### config.mk
export PLATFORM = sky130hd
export DESIGN_NAME = two_of_five_sched
export DESIGN_NICKNAME = d
export VERILOG_FILES = /design/src/rtl/two_of_five_sched.sv
export SDC_FILE = /design/constraint.sdc
export NUM_CORES = 1
export LEC_CHECK = 0
export ABC_CLOCK_PERIOD_IN_PS = 6400
export CAP_MARGIN = 20
export CORE_AREA = 2 2 77 79
export DETAILED_ROUTE_END_ITERATION = 10
export DIE_AREA = 0 0 79 81
export HOLD_SLACK_MARGIN = 0.03
export PLACE_DENSITY = 0.85
export RECOVER_POWER = 100
export SLEW_MARGIN = 20
export SYNTH_ARGS = -nofsm -noshare
export SYNTH_HDL_FRONTEND = slang
export SYNTH_SLANG_ARGS = --single-unit
### constraint.sdc
create_clock -name clk -period 6.4 [get_ports clk]
set_input_delay 1.92 -clock clk [delete_from_list [all_inputs] [get_ports clk]]
set_output_delay 1.92 -clock clk [all_outputs]
set_load 0.02 [all_outputs]
### src/rtl/two_of_five_sched.sv
// two_of_five_sched: round-robin front end that shares one serial 2-of-5 checker
// among NREQ requesters. A granted 5-bit codeword is shifted out LSB first, the
// checker verdict is sampled CHK_LAT cycles after the last bit, and a tagged
// response is returned. A saturating counter tracks failed frames.
//
// Ports:
//   clk, rstn         rising-edge clock; asynchronous active-low reset
//   req, code         per-requester level request and 5-bit codeword (code[5i+4:5i])
//   gnt               one-hot acceptance pulse; the winner's code is captured this cycle
//   ser_out, ser_sync serial bit to the checker; ser_sync marks bit 0 of a frame
//   chk_valid         checker verdict, 1 = exactly two ones
//   rsp_valid         one-cycle response pulse; rsp_id / rsp_ok hold until overwritten
//   err_cnt           count of failed responses, saturating at 16'hFFFF
//   busy              high whenever a frame is in flight
module two_of_five_sched #(
  parameter int NREQ    = 4,
  parameter int CHK_LAT = 1,
  localparam int IDW    = $clog2(NREQ)
) (
  input  logic              clk,
  input  logic              rstn,
  input  logic [NREQ-1:0]   req,
  input  logic [NREQ*5-1:0] code,
  output logic [NREQ-1:0]   gnt,
  output logic              ser_out,
  output logic              ser_sync,
  input  logic              chk_valid,
  output logic              rsp_valid,
  output logic [IDW-1:0]    rsp_id,
  output logic              rsp_ok,
  output logic [15:0]       err_cnt,
  output logic              busy
);

  typedef enum logic [1:0] {IDLE, SHIFT, WAIT, RESP} state_t;

  state_t         state, state_nxt;
  logic [IDW-1:0] ptr;
  logic [4:0]     shreg;
  logic [2:0]     bit_idx;
  logic [1:0]     wait_cnt;
  logic           wait_last;
  logic [15:0]    err_nxt;

  logic [4:0]     code_arr [NREQ];
  logic           found;
  logic [IDW-1:0] win_id;
  logic [4:0]     win_code;
  logic [IDW:0]   sum;

  always_comb begin
    for (int i = 0; i < NREQ; i++) begin
      code_arr[i] = code[5*i +: 5];
    end
  end

  // Scan upward from the round-robin pointer with wrap; the first requester wins.
  always_comb begin
    found    = 1'b0;
    win_id   = '0;
    win_code = '0;
    sum      = '0;
    for (int k = 0; k < NREQ; k++) begin
      sum = {1'b0, ptr} + (IDW+1)'(k);
      if (sum >= (IDW+1)'(NREQ)) begin
        sum = sum - (IDW+1)'(NREQ);
      end
      if (!found && req[sum[IDW-1:0]]) begin
        found    = 1'b1;
        win_id   = sum[IDW-1:0];
        win_code = code_arr[sum[IDW-1:0]];
      end
    end
  end

  assign wait_last = (wait_cnt == 2'(CHK_LAT - 1));

  // State register
  always_ff @(posedge clk or negedge rstn) begin
    if (!rstn) begin
      state <= IDLE;
    end else begin
      state <= state_nxt;
    end
  end

  // Next state and frame outputs
  always_comb begin
    state_nxt = state;
    gnt       = '0;
    ser_out   = 1'b0;
    ser_sync  = 1'b0;
    rsp_valid = 1'b0;
    busy      = (state != IDLE);
    case (state)
      IDLE: begin
        // gnt is gated by rstn so it can never pulse while reset is held
        if (found && rstn) begin
          gnt[win_id] = 1'b1;
          state_nxt   = SHIFT;
        end
      end
      SHIFT: begin
        ser_out  = shreg[0];
        ser_sync = (bit_idx == 3'd0);
        if (bit_idx == 3'd4) begin
          state_nxt = WAIT;
        end
      end
      WAIT: begin
        if (wait_last) begin
          state_nxt = RESP;
        end
      end
      RESP: begin
        rsp_valid = 1'b1;
        state_nxt = IDLE;
      end
      default: state_nxt = IDLE;
    endcase
  end

  always_comb begin
    err_nxt = err_cnt;
    if (state == RESP && !rsp_ok && err_cnt != 16'hFFFF) begin
      err_nxt = err_cnt + 16'd1;
    end
  end

  // Frame datapath
  always_ff @(posedge clk or negedge rstn) begin
    if (!rstn) begin
      ptr      <= '0;
      shreg    <= '0;
      bit_idx  <= '0;
      wait_cnt <= '0;
      rsp_id   <= '0;
      rsp_ok   <= 1'b0;
      err_cnt  <= '0;
    end else begin
      // err_cnt is reloaded every cycle (holding when nothing changes)
      err_cnt <= err_nxt;
      case (state)
        IDLE: begin
          if (found) begin
            shreg    <= win_code;
            rsp_id   <= win_id;
            ptr      <= (win_id == IDW'(NREQ - 1)) ? '0 : win_id + IDW'(1);
            bit_idx  <= 3'd0;
            wait_cnt <= 2'd0;
          end
        end
        SHIFT: begin
          shreg   <= shreg >> 1;
          bit_idx <= bit_idx + 3'd1;
        end
        WAIT: begin
          wait_cnt <= wait_cnt + 2'd1;
          if (wait_last) begin
            rsp_ok <= chk_valid;
          end
        end
        default: ;
      endcase
    end
  end

endmodule

Word level (Yosys, flattened, before mapping)
Cells that the tools add are included.
Word-level totals
  register bits after elaboration: 33
  input bits: 27
  output and inout port bits: 27
  logic and storage cells: 123
Operators by class
  $add $sub $neg: 11
  order comparisons: 14
  eq/ne operators: 10
  mux-type cells: 54
  bitwise operators: 4
  reduce and logical (&&, ||, !) cells: 22
Operators by type and width (number)
  $mux 5: 13
  $bmux 5 s2: 4
  $mux 2: 13
  $ge 3x3->1 const B: 7
  $add 16x1->16 const B: 1
  $ne 16x16->1 const B: 1
  $lt 2x3->1 const B: 5
  $mux 1: 12
  $not 2->3: 4
  $pmux 5 s2: 1
  $bmux 1 s2: 4
  $mux 4: 2
  $ne 2x2->1 const B: 4
  $pmux 2 s4: 1
  $reduce_and 2->1: 4
  $sub 2x1->2 const B: 4
  $logic_and 1x1->1: 7
  $add 2x2->3 const B: 2
  $eq 2x2->1 const B: 3
  $pmux 3 s2: 1
  $reduce_bool 2->1: 3
  $add 2x1->2 const B: 2
  $logic_not 1->1: 4
  $logic_not 2->1: 2
  other kinds (11): 11

Depth between registers and ports, before layout
  depth in word-level cells: 20
  mapped depth: 9
  mapped depth without buffers: 7

Least setup slack after synthesis
Ideal clock, no wire load.
  kind: input-to-output
  start point: input req[0]
  end point: output gnt[2]
  arrival time: 3.235 ns
  required time: 4.480 ns
  slack: 1.245 ns
  stages: 7
  path buffers: 1
  cells stage by stage: buf_4 nor2_1 nor3_1 nor4_1 inv_1 ha_1 and3_1
Between the ends
  cells in the longest elaborated chain, start to end: 18
  elaborated cells between the ends (all ways): 30
  those cells by class: order compare: 2; mux: 20; reduce/logical: 8
RTL lines
  from (decl): RTL line 22  | input logic [NREQ-1:0] req,
  $bmux 1 s2: RTL line 68  | if (!found && req[sum[IDW-1:0]]) begin
  $mux 1 (implied by the code): RTL line 68
  $mux 1: RTL line 68
  $logic_not 1->1: RTL line 68
  $logic_and 1x1->1: RTL line 68
  $mux 1: RTL line 68
  $logic_not 1->1: RTL line 68
  $logic_and 1x1->1: RTL line 68
  [... 3 more ...]
  $mux 2 *: RTL line 68
  net win_id[0]: RTL line 47  | logic [IDW-1:0] win_id;
  $lt 2x3->1 (implied by the code) / $ge 2x1->1 (equally long branches): RTL line 99  | gnt[win_id] = 1'b1;
  $logic_and 1x1->1 (implied by the code): RTL line 99
  $mux 1 (implied by the code): RTL line 99
  $demux 1 s2 *: RTL line 99
  $mux 4 *: RTL line 98  | if (found && rstn) begin
  $mux 4 *: RTL line 95  | case (state)
  to (decl): RTL line 24  | output logic [NREQ-1:0] gnt,
The timed path passes the listed nets; every way through them passes the cells marked *. The select of a mux whose other input is x is not followed.

Worst setup path in the final report
Ends and elaborated chain as after synthesis.

==> results.toml <==
[run_status]
result_of_the_run = "finished, violations left"
failed_checks = "max-capacitance violations, max-slew violations"

[placement]
portBuffers = 53
dpl_cell_area_um2 = 3290
dp_hpwl_mm = 4.40
gp_routability_congestion = 0.855

[detailed_routing]
routed_wirelength_mm = 5.77
via_per_inst = 5.84
detail_route.drc_violations = 0
initialDrtViolationCount = 92
antenna_left = 0
avgRoutedWirePerCell_um = 14.4
detail_route.first_pass.iterations = 4
vias_after_detailed_routing = 2342

[floorplanning]
die-area_um2 = 6400
num_rows = 28
placeableCoreArea_um2 = 5680
io_pins = 54
die_h_um = 81
dieWidth_um = 79
initial_cell_density_of_the_core = 0.476

[global_routing]
number_of_global_route_vias_before_repair = 2286
grt.total_usage = 0.193
grt_pass1_wl_mm = 9.88
maximum_number_of_pins_on_one_net_before_global_route_repair = 36
globalRoute.totalOverflow = 0
initial_antenna_violation_count = 0

[timing]
layout_min_cycle_time_ns = 6.19
rsz0062_at_grt = "no"
finalSetupViolations = 0
final.setup.tns_ns = 0
fmax_mhz = 162
finalCritPeriodShare = 0.967
slew-limit-headroom = -0.179
timing_max_transition_violations_final = 35
worstMarginPinSlew_ns = 1.77
fin_skew_ns = 0.00447
finalHoldViolations = 0

[clock_network]
cts_made_buffers = 5
holdBufCountCts = 0
ctsHtreeMaxLevel = 2
cts_tree = "yes"
post-cts-setup-buffer-count = 0
cts.repair.resized = 0
cts.reportedPaths.clkPinSlew_ns = 0.06
cts_buffer_depth = 2
worst_skew_pair.late_latency_ns = 0.29
cts.root.buffer_cell = "clkbuf_8"
cts.sink_count = 33

[synthesis]
synthesis.nets = 313
sequential_fraction_of_the_synthesis_area = 0.305
number_of_enable_flip_flop_cells_after_synthesis = 0
syn-instance-count = 274
yosysUniqueCellTypes = 53
post_synth_instance_area_um2 = 2700
yosys_warnings = 0
synthesized_area_divided_by_synthesized_cell_count_um2 = 9.87
dominantRegCellSynth = "dfrtp_1"
ys_ff_latch = 33
ys_async_sr_fraction = 1.00

[hold_path]
hold_class = "register to register"

[critical_path]
cp-end-kind = "output pin"
timing.critical_path.fanout_max = 10
worst_setup_path_start_kind = "input port"
worst-setup-path-type = "input port to output pin"
arr_time_crit_path_ns = 4.27
critPathRequiredTime_ns = 4.48

[finish]
drive_gt1_frac = 0.113
area.growth.synth_to_final_pct = 24.1
insertedDiodeCount = 0
finalInstanceArea_um2 = 3360
finish.net_count = 364

[pwr]
standby_leakage_power_nw = 1.44
ir_worst_vdd_mv = 0.232
internal-power_uw = 750
pwr_density_cell_nw_per_um2 = 388
switching_power_uw = 553
clockPowerShare = 0.132
power_switching_share = 0.425
power.sequential.fraction = 0.253
p_comb_frac = 0.616

[run]
cap_violations = 1
[worst max-delay path, stage by stage]
cell             delay (ns)
dlygate4sd3_1          0.60
buf_4                  0.19
a21oi_1                0.07
o21a_1                 0.19
o22ai_1                0.30
inv_1                  0.12
ha_1                   0.19
and3_1                 0.15
clkdlybuf4s50_1        0.54
[cells by family after synthesis]
kind of cell,share of synthesized area
AND/OR/NAND/NOR,0.187
multiplexers,0.189
adder cells (fa/ha/maj),0.0555
AO/OA/AOI/OAI,0.155
flip-flops,0.305
XOR/XNOR,0.0486
buffers and inverters,0.0597
[area by class of cell]
| class | instances | area [um^2] |
|---|---|---|
| tap | 75 | 93.8 |
| inverter | 18 | 67.6 |
| sequential | 33 | 826 |
| fill | 513 | 2320 |
| timing repair buffer | 61 | 583 |
| clock inverter | 1 | 5.00 |
| multi-input combinational | 206 | 1680 |
| clock buffer | 7 | 96.3 |
[power groups by stage]
stage | clock network (mW) | logic (mW) | registers, mW
5_1_grt | 0.186 | 0.896 | 0.340
6_report | 0.172 | 0.802 | 0.329
2_1_floorplan | 0 | 0.617 | 0.348
3_3_place_gp | 0 | 0.801 | 0.330
3_5_place_dp | 0 | 0.826 | 0.336
4_1_cts | 0.176 | 0.831 | 0.332
[metal layers]
layer | part of all wire | track usage | routed length, um
met5 | 0 | 0 | 0
met3 | 0.047 | 0.0344 | 272
met1 | 0.43 | 0.231 | 2480
met4 | 0.021 | 0.0793 | 119
met2 | 0.50 | 0.343 | 2900
[placed cells by master, fill, tap and decap left out, types with 8 or more instances in the layout]
cell              n
dlygate4sd3_1    26
nor2_1           11
nand4_1           9
inv_1            18
dfrtp_1          33
mux2i_1           9
and3_1            8
mux4_2           17
ha_1             12
xnor2_1          12
nand2_1          27
a21oi_1          18
clkdlybuf4s50_1  27
[worst paths after layout]
check	slack (ns)	end	startpoint	cells after the start
min in group asynchronous	2.78	wait_cnt[0]	rstn	2
setup / recovery	0.21	gnt[2]	req[0]	9
setup reg to reg	4.34	ptr[1]	ptr[0]	8
max in group asynchronous	2.61	state[1]	rstn	2
hold reg to reg	0.48	rsp_id[0]	rsp_id[0]	1
hold / removal	0.48	rsp_id[0]	rsp_id[0]	1
[stage by stage]
stage	setup WS [ns]	total power, mW	cells	utilization	hold slack, ns
2_1_floorplan	1.25	0.965	274	-	0.457
3_3_place_gp	0.256	1.13	393	0.580	0.473
3_5_place_dp	0.170	1.16	393	0.580	0.475
4_1_cts	0.167	1.34	401	0.598	0.487
5_1_grt	0.0672	1.42	401	0.591	0.515
6_report	0.212	1.30	401	0.591	0.479
[state kept, by name, indices dropped and copies added, names as in the netlist]
signal	cells
state	2
shreg	5
rsp_ok	1
bit_idx	3
rsp_id	2
err_cnt	16
wait_cnt	2
ptr	2
[synth_stat cells (2+ instances only)]
library cell	number	area [um^2]
dfrtp_1	33	826
nand2_1	27	101
a21oi_1	18	90.1
inv_1	18	67.6
mux4_2	17	383
ha_1	12	150
xnor2_1	12	105
nor2_1	11	41.3
buf_2	9	45.0
mux2i_1	9	90.1
and3_1	8	50.1
nand4_1	8	50.1
nor3_1	6	30.0
o221ai_1	6	52.6
a21o_1	5	37.5
nand3_1	5	25.0
nor2b_1	5	31.3
o21ai_0	5	25.0
o22ai_1	5	31.3
a221oi_1	4	35.0
and2_1	4	25.0
clkbuf_1	4	15.0
buf_4	3	22.5
nand2b_1	3	18.8
xor2_1	3	26.3
a311oi_1	2	17.5
a32oi_1	2	17.5
mux2_2	2	22.5
nor3b_1	2	15.0
nor4_1	2	12.5
nor4bb_1	2	20.0
(Power assumes the default switching activity.)
